<file path="src/rtl/riscv_fetch_stage.sv">
// Instruction-fetch stage: owns the PC, drives the fetch address and loads the
// IF/ID register. Decode can stall it, and execute can redirect it; a misaligned redirect halts it.
module riscv_fetch_stage #(
    parameter logic [31:0] RESET_PC = 32'h0040_0000,
    parameter logic [31:0] NOP_WORD = 32'h0000_0013
) (
    input  logic        CLK,
    input  logic        RST,
    input  logic        STALL,
    input  logic        FLUSH,
    input  logic [31:0] BR_TARGET,
    input  logic [31:0] INSTR,
    output logic [31:0] INSTR_ADDR,
    output logic [31:0] IF_ID_INSTR,
    output logic [31:0] IF_ID_PC,
    output logic        IF_ID_VALID,
    output logic        MISALIGN,
    output logic [31:0] FETCH_CNT
);

    typedef enum logic [1:0] {BOOT, RUN, HALT} state_t;

    state_t      r_state;
    logic [31:0] r_pc;
    logic [31:0] r_if_instr;
    logic [31:0] r_if_pc;
    logic        r_if_valid;
    logic        r_misalign;
    logic [31:0] r_fetch_cnt;
    logic        w_target_aligned;

    assign w_target_aligned = (BR_TARGET[1:0] == 2'b00);

    always_ff @(posedge CLK) begin
        if (RST) begin
            r_state     <= BOOT;
            r_pc        <= RESET_PC;
            r_if_instr  <= NOP_WORD;
            r_if_pc     <= '0;
            r_if_valid  <= 1'b0;
            r_misalign  <= 1'b0;
            r_fetch_cnt <= '0;
        end else begin
            case (r_state)
                BOOT: begin
                    r_if_instr <= NOP_WORD;
                    r_if_pc    <= '0;
                    r_if_valid <= 1'b0;
                    r_state    <= RUN;
                end
                RUN: begin
                    // FLUSH outranks STALL: a redirect drops any pending stall
                    if (FLUSH) begin
                        r_if_instr <= NOP_WORD;
                        r_if_pc    <= '0;
                        r_if_valid <= 1'b0;
                        if (w_target_aligned) begin
                            r_pc <= BR_TARGET;
                        end else begin
                            r_misalign <= 1'b1;
                            r_state    <= HALT;
                        end
                    end else if (!STALL) begin
                        r_if_instr  <= INSTR;
                        r_if_pc     <= r_pc;
                        r_if_valid  <= 1'b1;
                        r_pc        <= r_pc + 32'd4;
                        r_fetch_cnt <= r_fetch_cnt + 32'd1;
                    end
                end
                HALT: begin
                    r_if_instr <= NOP_WORD;
                    r_if_pc    <= '0;
                    r_if_valid <= 1'b0;
                    r_misalign <= 1'b1;
                end
                default: r_state <= HALT;
            endcase
        end
    end

    assign INSTR_ADDR  = r_pc;
    assign IF_ID_INSTR = r_if_instr;
    assign IF_ID_PC    = r_if_pc;
    assign IF_ID_VALID = r_if_valid;
    assign MISALIGN    = r_misalign;
    assign FETCH_CNT   = r_fetch_cnt;

endmodule

</file>
<file path="config.mk">
export PLATFORM = sky130hd
export DESIGN_NAME = riscv_fetch_stage
export DESIGN_NICKNAME = d
export VERILOG_FILES = /design/src/rtl/riscv_fetch_stage.sv
export SDC_FILE = /design/constraint.sdc
export NUM_CORES = 1
export LEC_CHECK = 0
export ABC_AREA = 0
export CORE_MARGIN = 4
export CORE_UTILIZATION = 41
export CTS_CLUSTER_SIZE = 24
export DETAILED_ROUTE_END_ITERATION = 8
export PLACE_DENSITY = 0.79
export SLEW_MARGIN = 0
export SYNTH_ARGS = -nofsm -noshare
export SYNTH_HDL_FRONTEND = slang
export SYNTH_SLANG_ARGS = --single-unit
</file>
<file path="constraint.sdc">
create_clock -name CLK -period 1.7 [get_ports CLK]
set_input_delay 0.34 -clock CLK [delete_from_list [all_inputs] [get_ports CLK]]
set_output_delay 0.34 -clock CLK [all_outputs]
set_load 0.02 [all_outputs]
</file>
After elaboration in Yosys (flattened, before gate mapping)
Index checks and enable logic that the tools add are counted.
{"block": "word_totals", "reg_bits": 132, "input_bits": 68, "word_cells": 47}
{"block": "classes", "add_sub_neg": 2, "eq_ne": 7, "n_mux": 18, "n_bitwise": 3, "n_reduce_logical": 10}
{"op": "2-to-1 mux 32 bit", "count": 7}
{"op": "case mux 32 bit (2 select lines)", "count": 2}
{"op": "adder 32 x 1 -> 32 bit, second input constant", "count": 1}
{"op": "adder 32 x 3 -> 32 bit, second input constant", "count": 1}
{"op": "AND reduction 3 bit", "count": 4}
{"op": "case mux 2 bit (3 select lines)", "count": 1}
{"op": "zero test 2 bit", "count": 2}
{"op": "2-to-1 mux 1 bit", "count": 4}
{"op": "2-to-1 mux 2 bit", "count": 2}
{"op": "!= test 2 x 1 -> 1 bit, second input constant", "count": 2}
{"op": "!= test 2 bit, second input constant", "count": 2}
{"op": "case mux 1 bit (2 select lines)", "count": 2}
{"op": "nonzero test 2 bit", "count": 2}
{"op": "!= test 3 bit, second input constant", "count": 1}
{"op": "inverter 1 bit", "count": 3}
{"op": "equality test 2 x 1 -> 1 bit, second input constant", "count": 1}
{"op": "equality test 2 bit, second input constant", "count": 1}
{"op": "AND reduction 2 bit", "count": 1}
{"op": "OR reduction 2 bit", "count": 1}

Longest topological paths before layout
{"block": "logic_depth", "depth_word": 4, "depth_mapped": 7, "ltp_nobuf": 6}

Least setup slack after synthesis
No wires, ideal clock.
{"block": "synth_timing", "path_type": "register to register", "from": "register r_pc[2] (netlist: INSTR_ADDR[2])", "to": "register r_pc[30] (netlist: INSTR_ADDR[30])", "arrival_ns": 1.933, "slack_ns": -0.295, "path_stages_with_launch": 7, "n_path_buf": 0, "cell_sequence": "dfxtp_1 > ha_1 > nand4_2 > nor4_4 > nand3_1 > or3_1 > nand3_1"}
{"block": "synth_between", "elab_chain_cells": 3}
{"element": "start: declaration", "line_no": "24", "source": "logic [31:0] r_pc;"}
{"element": "start signal: assignment", "line_no": "67", "source": "r_pc <= r_pc + 32'd4;"}
{"element": "adder 32 x 3 -> 32 bit", "line_no": "67"}
{"element": "2-to-1 mux 32 bit", "line_no": "63", "source": "end else if (!STALL) begin"}
{"element": "2-to-1 mux 32 bit", "line_no": "53", "source": "if (FLUSH) begin"}
No other way between the ends. The select of a mux whose other input is x is not followed.
A chain may end at the register's enable or synchronous reset.

Worst setup path in the final report
{"block": "layout_timing", "from": "register r_pc[17] (netlist: INSTR_ADDR[17])", "to": "register r_pc[21] (netlist: INSTR_ADDR[21])"}
The elaborated chain is that of the path after synthesis.

==> results by group <==
Synthesis
  • Syn nets: 742
  • EDFF count, synth: 0
  • Asr flop ratio synth: 0%
  • Post-Synthesis Cells: 672
  • Syn Area/Cell: 8.516 sq um
  • Sequential-to-total area share from yosys stat: 46.17%
  • Yosys top cell area share: 46.17%
  • Synth area leaders: dfxtp_1, a22oi_1, nor2_1
  • Flops & latches, synth: 132
  • Post-synth top area cell: dfxtp_1
  • Yosys warns: 0
  • Synth Flop Type: dfxtp_1
  • Netlist Area Pre-Place: 0.005723 sq mm
  • Library cells used by synthesis: 59

Global route
  • Vias in the first global route: 6048
  • First-pass GRT wire length: 30.64 mm
  • Grt met1 use: 29.82%
  • Grt met3 use: 7.832%
  • GRT Util Overall: 23.46%
  • Antenna violations before repair: 0
  • Routing usage on met2: 37.59%
  • Gr busiest metal: met2
  • Total gr overflow: 0
  • Largest net degree at the start of global routing: 87

Critical path
  • Crit path max fanout: 5
  • Startpoint types: flop
  • Max incr delay on CP: 0.54 ns
  • Worst Path Arrival: 1.99 ns
  • Setup crit end kind: flop
  • Critical Path Slowest Stage Cell: or4_4
  • CP Class: flop to flop
  • Critical Path, Cell by Cell: nand4_1, or4_4, nor3_4, o21ai_2, a32o_1
  • Req. time, crit path: 2.01 ns
  • Reg-to-reg slack, setup: 0.01 ns

Timing
  • Final Hold Fails: 0
  • RSZ-0062 raised after global routing: true
  • Final setup viols: 0
  • Final worst path period need: 1.687 ns
  • Clock skew: 0.005563 ns
  • Max Freq: 592.9 MHz
  • Slew @ Worst Pin: 0.4537 ns
  • Max_slew headroom: 69.75%
  • Final worst slack: 0.01345 ns
  • Tcrit/Tclk final: 99.21%
  • Pins Over Slew Limit: 0

Worst hold path
  • Hold Crit Class: input pin to flop

Pwr
  • LEAKAGE: 4.001 nW
  • Pwr Density: 833.0 mW/mm^2
  • Total power: 0.007700 W
  • Max rail drop VDD: 726.7 uV

CTS
  • Clk sinks: 132
  • CTS tree: built
  • CTS Buffer Depth: 2
  • Total CTS buffers: 17
  • Root buf cell: clkbuf_16
  • Clock transition at path regs: 0.06 ns
  • Worst skew pair latency: 0.42 ns
  • H-tree levels: 4

Floorplanning
  • I/O pins: 198
  • Overall die height: 126.1 microns
  • Initial Util: 42.54%
  • Core area: 0.01345 sq mm
  • Die ar.: 0.01591 sq mm
  • Die width: 126.1 microns
  • Row count: 42

Detailed routing
  • DRT antenna net count: 0
  • First-pass DRT Iterations: 5
  • Total Routed Length: 19.48 mm
  • DRT iter0 DRCs: 516
  • Vias: 6123
  • Vias per inst: 5.452
  • Avg WL per Cell: 17.35 microns
  • # DRC: 0

Cells and area
  • Layout net count: 1005
  • Share of cells above drive strength 1: 20.27%
  • Fin util: 68.71%
  • Area Growth Syn to Fin: 61.52%
  • Ant diodes: 0

Place
  • Place WS: -0.5104 ns
  • Number of buffers added on ports: 197
  • GP Congestion: 0.8467
  • DPL Wire Length: 13.33 mm

Job
  • Maxcap violations: 0

Run status
  • Status: finished clean
critical path: cells and delay by family, from the launching register on:
kind | cells | cell delay, ns
compound gates | 2 | 0.32
flops | 1 | 0.34
simple gates | 3 | 0.92
path summary, 6_finish.rpt:
check,from,endpoint,cells past startpoint
hold / removal,RST,INSTR_ADDR[29]$_SDFFE_PP0P_,3
setup reg to reg,INSTR_ADDR[17]$_SDFFE_PP0P_,INSTR_ADDR[21]$_SDFFE_PP0P_,5
hold reg to reg,MISALIGN$_SDFFE_PP0P_,MISALIGN$_SDFFE_PP0P_,2
setup / recovery,INSTR_ADDR[17]$_SDFFE_PP0P_,INSTR_ADDR[21]$_SDFFE_PP0P_,5
repair_timing:
| action | 4_1_cts | 5_1_grt |
|---|---|---|
| buffers inserted | 2 | 5 |
| gates resized for setup | 141 | 35 |
| cloned | 0 | 2 |
| hold buffers | 0 | 0 |
| setup endpoints to repair | 169 | 36 |
| endpoints found under the hold margin | 0 | 0 |
| pin swaps | 1 | 13 |
flip-flops by register name (all words and copies together), names as in the netlist:
name         count
FETCH_CNT       32
IF_ID_INSTR     32
IF_ID_PC        32
IF_ID_VALID      1
INSTR_ADDR      32
MISALIGN         1
r_state          2
final cells by class:
class                           count  area, sq um
Clock buffer                       23        510.5
Clock inverter                      8        95.09
Fill cell                        1158         4209
Inverter                           13        48.80
Multi-Input combinational cell    478         3022
Sequential cell                   132         2698
Tap cell                          176        220.2
Timing Repair Buffer              293         2650
cells by family after synthesis:
logic type / count (synthesis) / synth area share (%)
flip-flops: 132 / 46.17
adder cells (fa/ha/maj): 2 / 0.4372
buffers and inverters: 62 / 4.373
multiplexers: 3 / 0.5466
XOR/XNOR: 26 / 3.979
AND/OR/NAND/NOR: 272 / 23.66
AO/OA/AOI/OAI: 175 / 20.84
per-layer routing:
metal	part of all wire, %	vias to the layer above
li1	-	2958
met1	42	2925
met2	49	211
met3	7.0	29
met4	2.0	0
met5	0	-
cell usage after synthesis, drive strengths merged (2+ instances only):
cell and number:
dfxtp 132, nor2 109, a22oi 61, nand2 52, nand3 33, o21ai 30
a21oi 29, clkbuf 26, buf 23, xnor2 21, nor3 16, nand4 14
inv 11, and4 9, nor4 9, or3 9, a211oi 8, a21o 8
and3 7, o22ai 7, o211ai 6, xor2 5, a31oi 4, and2 4
a22o 3, a32o 3, o311ai 3, o31ai 3, a31o 2, clkinv 2
ha 2, mux2i 2, nor2b 2, nor3b 2, o21a 2, or4 2
per-stage QoR:
stage	TNS (ns)	instances	hold slack [ns]	instance area [sq um]
global route	-0.3272	1123	0.3106	9244
finish	0	1123	0.2990	9244
detailed placement	-39.73	1083	0.4616	8531
global placement	-36.14	1083	0.4553	8531
CTS	0	1116	0.2796	9039
floorplan	-0.01248	672	0.4859	5794
power breakdown:
| part | internal, W | total [W] | leakage [nW] | switching (W) |
|---|---|---|---|---|
| clock network | 0.00239 | 0.00372 | 0.295 | 0.00133 |
| registers | 0.00314 | 0.00319 | 1.08 | 0.0000507 |
| logic | 0.000384 | 0.000787 | 2.63 | 0.000404 |
| total | 0.00592 | 0.00770 | 4.00 | 0.00178 |
cells in the final DEF, fill, tap and decap left out, types with 27 or more instances in the layout:
master and n:
a21oi_1 27, o21ai_0 27, dlygate4sd2_1 131, nand2_1 49
nand3_1 30, nor2_1 109, buf_4 82, clkdlybuf4s50_1 64
dfxtp_1 110, a22oi_1 61
Power figures use the tool's default switching activity.
